<file path="src/rtl/writeback_buf.sv">
// Writeback queue: buffers dual-channel register-file writes, extracts load data
// and forwards the youngest queued value. Define WB_LOAD_SEXT_EN to honour in_sext.
module writeback_buf #(
  parameter int DATA_W = 32,  // load extraction assumes DATA_W >= 32
  parameter int TGT_W  = 5,
  parameter int DEPTH  = 4
) (
  input  logic                       clk,
  input  logic                       rst,
  input  logic                       in_valid,
  output logic                       in_ready,
  input  logic                       in_we1,
  input  logic                       in_we2,
  input  logic [TGT_W-1:0]           in_tgt1,
  input  logic [TGT_W-1:0]           in_tgt2,
  input  logic [DATA_W-1:0]          in_res1,
  input  logic [DATA_W-1:0]          in_res2,
  input  logic                       in_is_load,
  input  logic [1:0]                 in_size,
  input  logic [1:0]                 in_addr,
  input  logic [DATA_W-1:0]          in_mem,
  input  logic                       in_sext,
  input  logic                       flush,
  input  logic                       rf_ready,
  output logic                       rf_we1,
  output logic                       rf_we2,
  output logic [TGT_W-1:0]           rf_tgt1,
  output logic [TGT_W-1:0]           rf_tgt2,
  output logic [DATA_W-1:0]          rf_data1,
  output logic [DATA_W-1:0]          rf_data2,
  input  logic [TGT_W-1:0]           fwd_tgt,
  output logic                       fwd_hit,
  output logic [DATA_W-1:0]          fwd_data,
  output logic [$clog2(DEPTH):0]     count
);

  localparam int AW = $clog2(DEPTH);
  localparam int CW = AW + 1;

  typedef struct packed {
    logic              v1;
    logic              v2;
    logic [TGT_W-1:0]  tgt1;
    logic [TGT_W-1:0]  tgt2;
    logic [DATA_W-1:0] data1;
    logic [DATA_W-1:0] data2;
  } entry_t;

  entry_t          mem_q [DEPTH];
  logic [AW-1:0]   rd_q, rd_d;
  logic [AW-1:0]   wr_q, wr_d;
  logic [CW-1:0]   cnt_q, cnt_d;

  logic            in_v1, in_v2;
  logic            accept, store, pop, not_empty;
  logic            sext_en;
  logic [7:0]      lane8;
  logic [15:0]     lane16;
  logic [DATA_W-1:0] load_data;
  entry_t          new_entry;
  entry_t          head;

`ifdef WB_LOAD_SEXT_EN
  assign sext_en = in_sext;
`else
  logic unused_sext;
  assign unused_sext = in_sext;
  assign sext_en     = 1'b0;
`endif

  // Lane selection for sub-word loads.
  always_comb begin
    lane8     = '0;
    lane16    = '0;
    load_data = '0;
    case (in_addr)
      2'b00:   lane8 = in_mem[7:0];
      2'b01:   lane8 = in_mem[15:8];
      2'b10:   lane8 = in_mem[23:16];
      default: lane8 = in_mem[31:24];
    endcase
    case (in_addr)
      2'b00:   lane16 = in_mem[15:0];
      2'b01:   lane16 = in_mem[23:8];
      default: lane16 = in_mem[31:16];
    endcase
    case (in_size)
      2'd0:    load_data = in_mem;
      2'd1:    load_data = {{(DATA_W-16){sext_en & lane16[15]}}, lane16};
      2'd2:    load_data = {{(DATA_W-8){sext_en & lane8[7]}}, lane8};
      default: load_data = '0;
    endcase
  end

  assign in_v1     = in_we1 && (in_tgt1 != '0);
  assign in_v2     = in_we2 && (in_tgt2 != '0);
  assign not_empty = (cnt_q != '0);
  // Reset dominates flush so the queue advertises space while held in reset.
  assign in_ready  = rst || (!flush && (cnt_q != CW'(DEPTH)));
  assign accept    = in_valid && in_ready && !flush;
  assign store     = accept && (in_v1 || in_v2);
  assign pop       = rf_ready && not_empty && !flush;

  always_comb begin
    new_entry       = '0;
    new_entry.v1    = in_v1;
    new_entry.v2    = in_v2;
    new_entry.tgt1  = in_tgt1;
    new_entry.tgt2  = in_tgt2;
    new_entry.data1 = in_is_load ? load_data : in_res1;
    new_entry.data2 = in_res2;
  end

  always_comb begin
    rd_d  = rd_q;
    wr_d  = wr_q;
    cnt_d = cnt_q;
    if (flush) begin
      rd_d  = '0;
      wr_d  = '0;
      cnt_d = '0;
    end else begin
      rd_d  = rd_q + AW'(pop);
      wr_d  = wr_q + AW'(store);
      cnt_d = cnt_q + CW'(store) - CW'(pop);
    end
  end

  // NOTE: sequential state uses non-blocking assignments so every register
  // samples pre-edge values, independent of process ordering.
  always_ff @(posedge clk or posedge rst) begin
    if (rst) begin
      rd_q  <= '0;
      wr_q  <= '0;
      cnt_q <= '0;
    end else begin
      rd_q  <= rd_d;
      wr_q  <= wr_d;
      cnt_q <= cnt_d;
    end
  end

  // NOTE: the storage array is deliberately not reset; occupancy (cnt_q) gates
  // every observable use of it, so stale contents are never visible.
  always_ff @(posedge clk) begin
    if (store) mem_q[wr_q] <= new_entry;
  end

  assign head     = mem_q[rd_q];
  assign count    = cnt_q;
  assign rf_we1   = not_empty && head.v1;
  assign rf_we2   = not_empty && head.v2;
  assign rf_tgt1  = not_empty ? head.tgt1  : '0;
  assign rf_tgt2  = not_empty ? head.tgt2  : '0;
  assign rf_data1 = not_empty ? head.data1 : '0;
  assign rf_data2 = not_empty ? head.data2 : '0;

  // Walk oldest to youngest so later matches override earlier ones; channel 2
  // is checked after channel 1 so it wins within an entry.
  always_comb begin
    logic [AW-1:0] idx;
    idx      = '0;
    fwd_hit  = 1'b0;
    fwd_data = '0;
    for (int i = 0; i < DEPTH; i++) begin
      idx = rd_q + AW'(i);
      if ((CW'(i) < cnt_q) && (fwd_tgt != '0)) begin
        if (mem_q[idx].v1 && (mem_q[idx].tgt1 == fwd_tgt)) begin
          fwd_hit  = 1'b1;
          fwd_data = mem_q[idx].data1;
        end
        if (mem_q[idx].v2 && (mem_q[idx].tgt2 == fwd_tgt)) begin
          fwd_hit  = 1'b1;
          fwd_data = mem_q[idx].data2;
        end
      end
    end
  end

endmodule

</file>
<file path="config.mk">
export PLATFORM = sky130hd
export DESIGN_NAME = writeback_buf
export DESIGN_NICKNAME = d
export VERILOG_FILES = /design/src/rtl/writeback_buf.sv
export SDC_FILE = /design/constraint.sdc
export NUM_CORES = 1
export LEC_CHECK = 0
export ABC_AREA = 1
export ABC_CLOCK_PERIOD_IN_PS = 15250
export CORE_ASPECT_RATIO = 1.75
export CORE_MARGIN = 2
export CORE_UTILIZATION = 35
export DETAILED_ROUTE_END_ITERATION = 10
export PLACE_DENSITY_LB_ADDON = 0.05
export SYNTH_ARGS = -nofsm -noshare
export SYNTH_HDL_FRONTEND = slang
export SYNTH_SLANG_ARGS = --single-unit
</file>
<file path="constraint.sdc">
create_clock -name clk -period 15.25 [get_ports clk]
set_clock_uncertainty 0.2 [all_clocks]
set_input_delay 3.05 -clock clk [delete_from_list [all_inputs] [get_ports clk]]
set_output_delay 3.05 -clock clk [all_outputs]
set_load 0.005 [all_outputs]
</file>
### Word level (Yosys, flattened, before mapping)

Memories as Yosys holds them, arrays and structs flattened.
Index checks and enable logic that the tools add are counted.

* $lt $le $gt $ge: 4
* reduce and logical (&&, ||, !) cells: 31
* muxes and demuxes: 37
* $add $sub $neg: 7
* equal/unequal tests: 13

Operator list (number)
* $mux W32: 15
* $pmux W32 S3: 1
* $eq A5 B5 Y1: 8
* $pmux W16 S2: 1
* $pmux W8 S3: 1
* $logic_and A1 B1 Y1: 22
* $reduce_bool A5 Y1: 3
* $mux W1: 14
* $mux W5: 2
* $lt A1 B3 Y1 const A: 2
* $lt A2 B3 Y1 const A: 2
* $add A2 B1 Y2: 2
* $add A2 B2 Y2 const B: 2
* $eq A2 B1 Y1 const B: 2
* $eq A2 B2 Y1 const B: 2
* $logic_not A2 Y1: 2
* $mux W2: 2
* $add A3 B1 Y3: 1
* $mux W3: 1
* $ne A3 B3 Y1 const B: 1
* $reduce_bool A3 Y1: 1
* $sub A3 B1 Y3: 1
* $add A2 B1 Y2 const B: 1
* $logic_or A1 B1 Y1: 2
* $logic_not A1 Y1: 1

* memories: 1
* bits in writable memories: 304
* bits in registers: 7
* output and inout bits: 113

Memories
* mem_q: depth 4, width 76, rd ports 4, clocked after memory_dff 0, write ports 1, line 49 `entry_t mem_q [DEPTH];`

### Logic depth before layout (Yosys ltp)

An unclocked memory read counts as a cell.

* word-level depth: 15
* gate-level depth with buffers: 23

### Worst setup path before layout

No wires, ideal clock.

* path type: input -> register
* start point: input flush
* end point: memory mem_q[0][0] (netlist bit), enable pin
* required time: 14.446 ns
* stages on the path: 5
* data arrival time: 8.665 ns
* setup slack: 5.781 ns
* buffers on the path: 0
* cell sequence: inv_1 > a21oi_1 > inv_1 > nand4_1 > nor3_1

* longest elaborated chain between the ends: 8

RTL lines
* from (decl): line 23 `input logic flush,`
* $logic_not A1 Y1: line 99 `assign in_ready = rst || (!flush && (cnt_q != CW'(DEPTH)));`
* $logic_and A1 B1 Y1: line 99
* $logic_or A1 B1 Y1: line 99
* net in_ready: line 11 `output logic in_ready,`
* $logic_and A1 B1 Y1 (2 in series): line 100 `assign accept = in_valid && in_ready && !flush;`
* $logic_and A1 B1 Y1: line 101 `assign store = accept && (in_v1 || in_v2);`
* $mux W1: line 146 `if (store) mem_q[wr_q] <= new_entry;`
* $mux W1 (implied by the code): line 146
* to (decl): line 49

The timed path passes the listed nets, and every way through them passes these cells.

### Worst setup path in the final report

* start point: input fwd_tgt[1]
* end point: output fwd_data[7]

* longest elaborated chain between the ends: 14

RTL lines
* from (decl): line 31 `input logic [TGT_W-1:0] fwd_tgt,`
* $eq A5 B5 Y1: line 168 `if (mem_q[idx].v1 && (mem_q[idx].tgt1 == fwd_tgt)) begin`
* $logic_and A1 B1 Y1: line 168
* $mux W32: line 168
* $mux W32: line 172 `if (mem_q[idx].v2 && (mem_q[idx].tgt2 == fwd_tgt)) begin`
* $mux W32: line 167 `if ((CW'(i) < cnt_q) && (fwd_tgt != '0)) begin`
* $mux W32: line 168
* $mux W32: line 172
* $mux W32: line 167
* $mux W32: line 168
* $mux W32: line 172
* $mux W32: line 167
* $mux W32: line 168
* $mux W32: line 172
* $mux W32 (*): line 167
* to (decl): line 33 `output logic [DATA_W-1:0] fwd_data,`

Mark *: on every way between the ends. The rest lies on a longest branch, timed or not.

==> impl_metrics.toml <==
[power]
power_density_nw_per_um2 = 128
p_total_mw = 3.33
peakVddDrop_uv = 76.1
leakagePower_nw = 10.4

[synthesis]
ys_ff_latch = 311
synthCells = 3012
yosys-top-cells-area = "edfxtp_1 41%, nand2_1 18%, o21ai_0 7.5%"
netlist_area_um2 = 22300
synth_top_cell_by_area = "edfxtp_1"
synth_top_area_frac = 0.410
syn_area_per_cell_um2 = 7.40
syn_nets = 3143
yosys_warnings = 0
yosysSeqAreaShare = 0.418
yosysUniqueCellTypes = 50

[sta]
setup_tns_ns = 0
fin_ws_ns = 4.00
tightest_slew_ns = 1.12
relSlewSlack = 0.251
hold_viol = 0
rsz0062_at_grt = "false"
min_period_ns = 11.25
final_max_slew_viol_count = 0
period_share = 0.738
fmax_ghz = 0.0889
setup_viol = 0

[route]
via_per_inst = 5.31
drc_errors = 0
drt_iter0_drc = 1294
ant_nets = 0
vias = 20938
dr.pass1.iters = 6
wl_per_cell_um = 21.4
drt_wl_total_um = 84200

[layout]
final_cell_mix = "1,095 x nand2_1, 332 x o21ai_0, 304 x edfxtp_1"
fill_cells = 6532
diodes = 0
syn_to_final_growth_pct = 16.6
drive_above_1_share = 0.0539
layout_commonest_cell = "nand2_1"
nets = 3245

[clock_tree]
cts_hold_buf = 0
htree_levels = 2
cts_tree = "done"
post-cts-setup-buffers = 0
clock_sinks = 311
clockBufferDepth = 3
clock_latency_ns = 0.54
cts_root_buffer = "clkbuf_16"
numCtsBuffers = 36
cts.clk_slew.worst_paths_ns = 0.06
cts_resized = 0

[flow_run]
cap_violations = 0

[placement]
place_ws_ns = 3.96
io_buffers = 235
place.detailed.hpwl_um = 53500
gp_congestion = 0.836

[setup_path]
slowest_delay_ns = 0.96
endpoint_kind = "output pin"
crit_path_cell_trace = "clkdlybuf4s50_1 > inv_1 > nand2_1 > nand2_1 > nor3_1 > nand3_4 > inv_2 > buf_4 > nand2_1 > o211ai_1 > nand3b_1 > nand2_1 > clkdlybuf4s50_1"
crit_family = "buffers and inverters"
cp_slowest_cell = "inv_2"
cpMostUsedCell = "nand2_1"
critPathKind = "primary input to output pin"
startpoint_type = "primary input"
critPathBufInv = 5
cp.required_ns = 12.00
crit_fanout = 65
crit_arrival_ns = 8.00

[global_routing]
grt_use_total = 0.254
grt_pass1_wl_um = 125000
grt_pass1_vias = 20165
antenna_found_initial = 1
grt_max_degree = 194
grt_overflow = 0

[die]
initial_core_util = 0.353
die_area_um2 = 65800
fp.dieH_um = 338
rows = 122
die_x_um = 195
core_area_um2 = 63000
ioPinCount = 237

[worst_hold_path]
hp-class = "flop to flop"

[run_status]
status = "finished clean"
-- cells in the mapped netlist, drive strengths merged --
| library cell | n |
|---|---|
| inv | 211 |
| o21bai | 1 |
| o22ai | 4 |
| fa | 1 |
| o21a | 30 |
| a211oi | 1 |
| nor3 | 19 |
| nand2 | 1114 |
| nand3 | 118 |
| buf | 120 |
| and2 | 32 |
| xor2 | 11 |
| ha | 6 |
| o21ai | 393 |
| a31oi | 2 |
| clkinv | 6 |
| edfxtp | 304 |
| o31ai | 8 |
| a21o | 2 |
| o211ai | 38 |
| a21oi | 61 |
| and3b | 2 |
| clkbuf | 91 |
| o221ai | 8 |
| nand3b | 34 |
| nor2 | 256 |
| or2 | 1 |
| xnor2 | 1 |
| dfrtp | 7 |
| mux2i | 96 |
| nand4 | 34 |
-- layout make-up --
cell class                 count  area, um^2  share of cell area
clock buffer                  46         960              0.0369
clock inverter                13         141             0.00544
inverter                     217         818              0.0315
multi-input combinational   2273       11100               0.426
sequential                   311        9310               0.358
tap                          806        1010              0.0388
timing repair buffer         275        2670               0.103
-- flip-flops by register name, summed over array words and instances (netlist names) --
register  cells
count         3
mem_q       304
rd_q          2
wr_q          2
-- power by group --
part	internal (mW)	leakage [nW]	switching, mW
Sequential	0.962	2.85	0.0265
Clock	0.493	0.536	0.356
Combinational	0.574	7.04	0.918
-- per-stage QoR --
stage	util	hold slack, ns	cells	instance area [um^2]
2_1_floorplan	-	0.344	3012	22300
6_report	0.412	0.440	3941	26000
5_1_grt	0.412	0.472	3941	26000
4_1_cts	0.412	0.443	3941	26000
3_5_place_dp	0.395	0.419	3882	24900
3_3_place_gp	0.395	0.412	3882	24900
-- per-layer routing --
metal | vias to the layer above | track usage | part of all wire
met5 | - | 0 | 0.00015
met4 | 2 | 0.0830 | 0.030
met3 | 126 | 0.0278 | 0.048
met2 | 638 | 0.483 | 0.52
met1 | 10025 | 0.296 | 0.40
li1 | 10147 | - | -
-- final timing paths --
path / cells past startpoint / endpoint / startpoint / slack (ns)
worst max-delay path: 13 / fwd_data[7] / fwd_tgt[1] / 4.00
worst min-delay path: 2 / wr_q[1] / wr_q[1] / 0.44
worst max register to register: 8 / mem_q[3][24] / count[0] / 11.88
worst min register to register: 2 / wr_q[1] / wr_q[1] / 0.44
max in group asynchronous: 2 / rd_q[1] / rst / 12.05
min in group asynchronous: 2 / count[0] / rst / 2.56
-- cells by family after synthesis --
logic type	after synthesis	share of synthesized area
muxes	96	0.0431
AOI/OAI and AO/OA	548	0.135
buffers and inverters	428	0.0889
adders and majority gates	7	0.00427
and+or+nand+nor	1610	0.306
xor gates and xnor gates	12	0.00472
DFF	311	0.418
-- worst register-to-register path, stage by stage (launching register included) --
cell     delay [ns]
dfrtp_1        0.53
nor2_1         0.09
nand2_1        0.08
a21oi_1        0.06
inv_1          0.07
nand4_1        0.31
nor3_2         0.21
buf_4          0.66
buf_4          0.74
No activity file was read; power rests on OpenSTA's default activity.
